$ cat config.mk
export PLATFORM = sky130hd
export DESIGN_NAME = instruction_execute
export DESIGN_NICKNAME = d
export VERILOG_FILES = /design/src/rtl/instruction_execute.sv
export SDC_FILE = /design/constraint.sdc
export NUM_CORES = 1
export LEC_CHECK = 0
export BUFFER_PORTS_ARGS = -buffer_cell sky130_fd_sc_hd__buf_2
export CELL_PAD_IN_SITES_DETAIL_PLACEMENT = 0
export CELL_PAD_IN_SITES_GLOBAL_PLACEMENT = 2
export CORE_ASPECT_RATIO = 1.2
export CORE_MARGIN = 2
export CORE_UTILIZATION = 31
export CTS_CLUSTER_DIAMETER = 60
export DETAILED_ROUTE_END_ITERATION = 10
export HOLD_SLACK_MARGIN = 0.1
export PLACE_DENSITY = 0.84
export SLEW_MARGIN = 30
export SYNTH_ARGS = -nofsm -noshare
export SYNTH_HDL_FRONTEND = slang
export SYNTH_SLANG_ARGS = --single-unit
$ cat constraint.sdc
create_clock -name clk -period 3.4 [get_ports clk]
set_input_delay 0.34 -clock clk [delete_from_list [all_inputs] [get_ports clk]]
set_output_delay 0.34 -clock clk [all_outputs]
set_load 0.01 [all_outputs]
$ cat src/rtl/instruction_execute.sv
// RV32I execute stage: ALU, branch/jump resolution, fetch redirect and EX/MEM register.
// Squashes the two wrong-path instructions that follow a redirect, since upstream has no flush.
module instruction_execute (
    input  logic        clk,
    input  logic        rst,
    input  logic [31:0] ID_EX_A,
    input  logic [31:0] ID_EX_B,
    input  logic [31:0] ID_EX_IMM,
    input  logic [31:0] ID_EX_PC,
    input  logic [4:0]  ID_EX_RD,
    input  logic [2:0]  alucontrol,
    input  logic [6:0]  alucontrol7,
    input  logic [1:0]  alu_type_sel,
    input  logic        b_imm_sel,
    input  logic        branch,
    input  logic        jump,
    input  logic        memwrite_en,
    input  logic        regwrite_en,
    input  logic        wb_sel,
    output logic        PCSrcE,
    output logic [31:0] PCTargetE,
    output logic [31:0] EX_MEM_ALU,
    output logic [31:0] EX_MEM_WD,
    output logic [4:0]  EX_MEM_RD,
    output logic [2:0]  EX_MEM_funct3,
    output logic        EX_MEM_regwrite,
    output logic        EX_MEM_memwrite,
    output logic        EX_MEM_wb_sel,
    output logic        EX_MEM_valid
);

    typedef enum logic [1:0] {
        ALU_ADD    = 2'b00,
        ALU_BRANCH = 2'b01,
        ALU_FUNCT3 = 2'b10,
        ALU_UPPER  = 2'b11
    } alu_type_e;

    logic [1:0]  r_squash;
    logic        w_live;
    logic [31:0] w_opb;
    logic [4:0]  w_shamt;
    logic [31:0] w_sra;
    logic        w_lt_s;
    logic        w_lt_u;
    logic        w_br_lt_s;
    logic        w_br_lt_u;
    logic        w_taken;
    logic [31:0] w_alu;
    logic [31:0] w_result;
    logic [31:0] w_jalr_sum;

    assign w_live  = (r_squash == 2'd0);
    assign w_opb   = b_imm_sel ? ID_EX_IMM : ID_EX_B;
    assign w_shamt = w_opb[4:0];
    // Kept separate so the arithmetic shift is not demoted to logical by an unsigned context.
    assign w_sra     = $signed(ID_EX_A) >>> w_shamt;
    assign w_lt_s    = $signed(ID_EX_A) < $signed(w_opb);
    assign w_lt_u    = ID_EX_A < w_opb;
    assign w_br_lt_s = $signed(ID_EX_A) < $signed(ID_EX_B);
    assign w_br_lt_u = ID_EX_A < ID_EX_B;

    // NOTE: every always_comb output gets a default first so no path can infer a latch.
    always_comb begin
        w_taken = 1'b0;
        case (alucontrol)
            3'b000:  w_taken = (ID_EX_A == ID_EX_B);
            3'b001:  w_taken = (ID_EX_A != ID_EX_B);
            3'b100:  w_taken = w_br_lt_s;
            3'b101:  w_taken = !w_br_lt_s;
            3'b110:  w_taken = w_br_lt_u;
            3'b111:  w_taken = !w_br_lt_u;
            default: w_taken = 1'b0;
        endcase
    end

    always_comb begin
        w_alu = 32'd0;
        case (alu_type_sel)
            ALU_ADD:    w_alu = ID_EX_A + w_opb;
            ALU_BRANCH: w_alu = 32'd0;
            ALU_FUNCT3: begin
                case (alucontrol)
                    3'b000:  w_alu = (alucontrol7[5] && !b_imm_sel) ? ID_EX_A - w_opb : ID_EX_A + w_opb;
                    3'b001:  w_alu = ID_EX_A << w_shamt;
                    3'b010:  w_alu = {31'd0, w_lt_s};
                    3'b011:  w_alu = {31'd0, w_lt_u};
                    3'b100:  w_alu = ID_EX_A ^ w_opb;
                    3'b101:  w_alu = alucontrol7[5] ? w_sra : (ID_EX_A >> w_shamt);
                    3'b110:  w_alu = ID_EX_A | w_opb;
                    default: w_alu = ID_EX_A & w_opb;
                endcase
            end
            default:    w_alu = b_imm_sel ? ID_EX_IMM : ID_EX_PC + ID_EX_IMM;
        endcase
    end

    assign w_result   = jump ? ID_EX_PC + 32'd4 : w_alu;
    assign w_jalr_sum = ID_EX_A + ID_EX_IMM;
    assign PCTargetE  = (jump && b_imm_sel) ? {w_jalr_sum[31:1], 1'b0} : ID_EX_PC + ID_EX_IMM;
    assign PCSrcE     = !rst && w_live && (jump || (branch && w_taken));

    // NOTE: sequential state uses non-blocking assignments so all registers sample pre-edge values.
    always_ff @(posedge clk or posedge rst) begin
        if (rst) begin
            r_squash <= 2'd0;
        end else if (PCSrcE) begin
            r_squash <= 2'd2;
        end else if (r_squash != 2'd0) begin
            r_squash <= r_squash - 2'd1;
        end
    end

    // Data fields latch even when squashed; only the commit controls are gated by liveness.
    always_ff @(posedge clk or posedge rst) begin
        if (rst) begin
            EX_MEM_ALU      <= 32'd0;
            EX_MEM_WD       <= 32'd0;
            EX_MEM_RD       <= 5'd0;
            EX_MEM_funct3   <= 3'd0;
            EX_MEM_regwrite <= 1'b0;
            EX_MEM_memwrite <= 1'b0;
            EX_MEM_wb_sel   <= 1'b0;
            EX_MEM_valid    <= 1'b0;
        end else begin
            EX_MEM_ALU      <= w_result;
            EX_MEM_WD       <= ID_EX_B;
            EX_MEM_RD       <= ID_EX_RD;
            EX_MEM_funct3   <= alucontrol;
            EX_MEM_regwrite <= regwrite_en && w_live;
            EX_MEM_memwrite <= memwrite_en && w_live;
            EX_MEM_wb_sel   <= wb_sel;
            EX_MEM_valid    <= w_live;
        end
    end

endmodule

==> summary.txt <==
Logic synthesis
  – Post-Syn Area: 0.0177 mm2
  – Post-synthesis cell type count: roughly 90
  – Avg Cell Area, Syn: around 7 um2
  – Post-synthesis sequential area ratio: ~11%
  – Top_reg_cell synth: dfrtp_1
  – Post-synth top area share: roughly 15%
  – YS warnings: 0
  – Post-synth ARST share: 100%
  – Post-Syn Nets: 2828
  – Top cells by area, synth: ha_1 (15%), dfrtp_1 (11%), mux2i_1 (7.0%), a21oi_1 (6.6%), nand2_1 (5.8%)
  – Cells after synthesis: between 2000 and 2500
  – Dominant cell type by area after synthesis: ha_1
  – FF+latch count, synth: 78
  – Post-synth EDFFs: 0

Floorplanning
  – Core area: 0.0561 mm2
  – Die height: approximately 270 um
  – Die width: between 200 and 250 um
  – Io pins: 262
  – Initial Util: between 30% and 40%
  – Die area: slightly below 0.06 mm2
  – # rows: 95

Cells and area
  – Most frequent cells in the layout: buf_4 (704), nand2_1 (271), buf_2 (248), a21oi_1 (199), nor2_1 (192)
  – Final nets: about 3700
  – Finished Layout Cells: approximately 4000
  – Commonest non-fill, non-tap cell in the layout: buf_4
  – Layout cells sized above 1: about 39%
  – Area grow syn2layout: 56.2%

Detailed routing
  – Mean number of vias per cell: around 5.7
  – Detailed-route wire length per cell: around 26 um
  – Routed Antenna Nets: 0
  – 1st-pass router iterations: 9
  – Final WL: approximately 110 mm
  – Detailed Route Iter0 Violations: ~2100
  – Vias: roughly 23000
  – DRC: 8

Timing
  – Skew final: 0.000146 ns
  – Period minus WS final: around 3.6 ns
  – Worst-Margin Slew: roughly 0.84 ns
  – Final cycle utilization of the critical path: 107%
  – Fmax: around 0.27 GHz
  – Final setup fails: 14
  – Max_slew headroom: 44.2%
  – Final WS setup: -0.247 ns
  – Hold Violations, Final: 0
  – Max Slew Vio Count: 0
  – RSZ-0062 raised after global routing: yes

Setup path
  – Worst R2R Start: r_squash[0]
  – Worst reg2reg path depth: 4
  – Worst flop-to-flop path endpoint: r_squash[1]
  – Setup crit start: ID_EX_IMM[0]
  – Worst setup EP type: primary output
  – CP endpoint: PCTargetE[28]
  – Worst path required time: about 3 ns
  – Crit Path Class: primary input to primary output
  – CP startpoint kind: primary input
  – CP max FO: 3
  – Crit path DAT: 3.31 ns
  – Setup slack, reg-to-reg: ~2.2 ns

Power
  – Peak supply drop: between 0.0002 and 0.0003 V
  – Tot Pwr: slightly below 8 mW
  – Leakage: between 10 and 15 nW
  – Power per Cell Area: approximately 290 mW/mm2

Outcome
  – Outcome: complete, but fails checks
  – Violated checks: DRC, setup timing

Placement
  – IO Port Bufs: 255
  – Final Wtd Congestion: 1.06
  – Post-DP HPWL: 85.0 mm
  – Dpl cells: 3997

Flow run
  – Maxcap violations: 0

Clock network
  – Clk root buf: clkbuf_16
  – Number of clock sinks: just under 80
  – H-tree depth: 3
  – Max clock buf depth: 2
  – Clock latency on the worst-skew pair: around 0.40 ns
  – CTS tree: done
  – Total CTS buffers: 9
  – Clock-pin transition on the worst setup and hold timing paths: approximately 0.070 ns

Min path
  – Worst min path class: primary input to flop

Global route
  – GRT overflow: 0
  – Vias in the first global route: about 23000
  – Largest net degree at the start of global routing: 66
  – First-pass GRT wire length: between 150 and 200 mm
  – Total GRT Usage: between 30% and 40%
  – Initial antenna violation count: 3
area by class of cell:
class / instances / area, um2
antenna: 1 / 2.50
clock buffer: 11 / 243
clock inverter: 5 / 56.3
fill: 5643 / 28500
inverter: 159 / 603
multi-input combinational: 2081 / 16300
sequential: 78 / 1950
tap: 727 / 910
timing repair buffer: 1025 / 7540
per-layer routing:
layer | share of wire [%] | GRT usage (%)
met2 | 45 | 54.7
met1 | 44 | 46.1
met5 | 0.012 | 0
met3 | 6.7 | 4.44
met4 | 4.2 | 13.5
how the worst min path moves through the flow:
stage,from,end,cells past startpoint
6_report,ID_EX_B[6],EX_MEM_WD[6],1
4_1_cts,ID_EX_B[25],EX_MEM_WD[25],1
2_1_floorplan,ID_EX_RD[0],EX_MEM_RD[0],0
3_5_place_dp,ID_EX_RD[1],EX_MEM_RD[1],1
3_3_place_gp,ID_EX_RD[4],EX_MEM_RD[4],1
5_1_grt,ID_EX_B[8],EX_MEM_WD[8],1
state kept, by name, summed over array words and instances (netlist names):
name             flops
EX_MEM_regwrite      1
EX_MEM_memwrite      1
EX_MEM_ALU          32
EX_MEM_RD            5
r_squash             2
EX_MEM_WD           32
EX_MEM_valid         1
EX_MEM_wb_sel        1
EX_MEM_funct3        3
synth_stat cells, types with 7 or more instances:
cell type,count
a221o_1,7
a21o_1,65
nor2_1,201
a21boi_0,29
nor3_1,39
a32oi_1,10
a41oi_1,7
a2111oi_0,7
mux2i_1,123
o31ai_1,14
dfrtp_1,78
mux4_2,15
or3_1,19
nor2b_1,16
nor3b_1,7
buf_1,21
a21oi_1,233
o21ai_0,151
nand4_1,24
nand2b_1,24
a221oi_1,21
o21ai_1,33
a31oi_1,37
inv_1,151
xnor2_1,83
and4_1,8
o22ai_1,14
and3_1,19
clkbuf_1,91
buf_2,23
ha_1,208
and2_1,14
o21a_1,17
nand2_1,274
a22oi_1,9
o21bai_1,12
xor2_1,51
a211o_1,11
buf_4,10
nand3_1,64
nor4_1,10
o211ai_1,41
o221ai_1,18
mux2_2,7
a211oi_1,37
power by group:
group	switching, mW	internal, mW	total [mW]
combinational	3.17	2.60	5.77
sequential	0.0471	1.02	1.07
clock	0.511	0.590	1.10
critical path, cell delays in order:
cell      delay, ns
buf_8          0.10
buf_6          0.11
ha_4           0.15
inv_2          0.05
fa_2           0.22
nor2b_2        0.06
o2111a_2       0.30
or3b_4         0.39
a32o_2         0.31
a211o_1        0.31
a21oi_2        0.17
o21a_1         0.19
buf_6          0.12
xnor2_2        0.09
nor2_1         0.06
a31oi_2        0.18
buf_2          0.16
cell families after synthesis:
kind of cell               synth area share (%)
and+or+nand+nor                            19.1
DFF                                        11.1
xor gates and xnor gates                   6.65
AOI/OAI and AO/OA                          31.4
muxes                                      9.72
adders and majority gates                  15.2
buffers and inverters                      6.84
through the flow:
stage | hold slack (ns) | cell area [um2] | util, % | TNS [ns] | setup slack [ns]
floorplan | 0.371 | 17900 | - | -5.25 | -0.571
global placement | 0.448 | 24700 | 44.0 | -18.84 | -0.688
detailed placement | 0.450 | 24700 | 44.0 | -19.36 | -0.745
CTS | 0.101 | 26100 | 46.6 | -1.11 | -0.331
global route | 0.116 | 27600 | 49.1 | -2.89 | -0.319
finish | 0.115 | 27600 | 49.1 | -1.23 | -0.247
what timing repair did:
| action | CTS | global route |
|---|---|---|
| endpoints found under the setup margin | 38 | 42 |
| buffers inserted | 24 | 31 |
| pin swaps | 69 | 112 |
| hold buffers | 19 | 0 |
| hold endpoints to repair | 56 | 0 |
| cloned | 1 | 3 |
| resized for setup | 157 | 228 |
No activity file was read; power rests on OpenSTA's default activity.
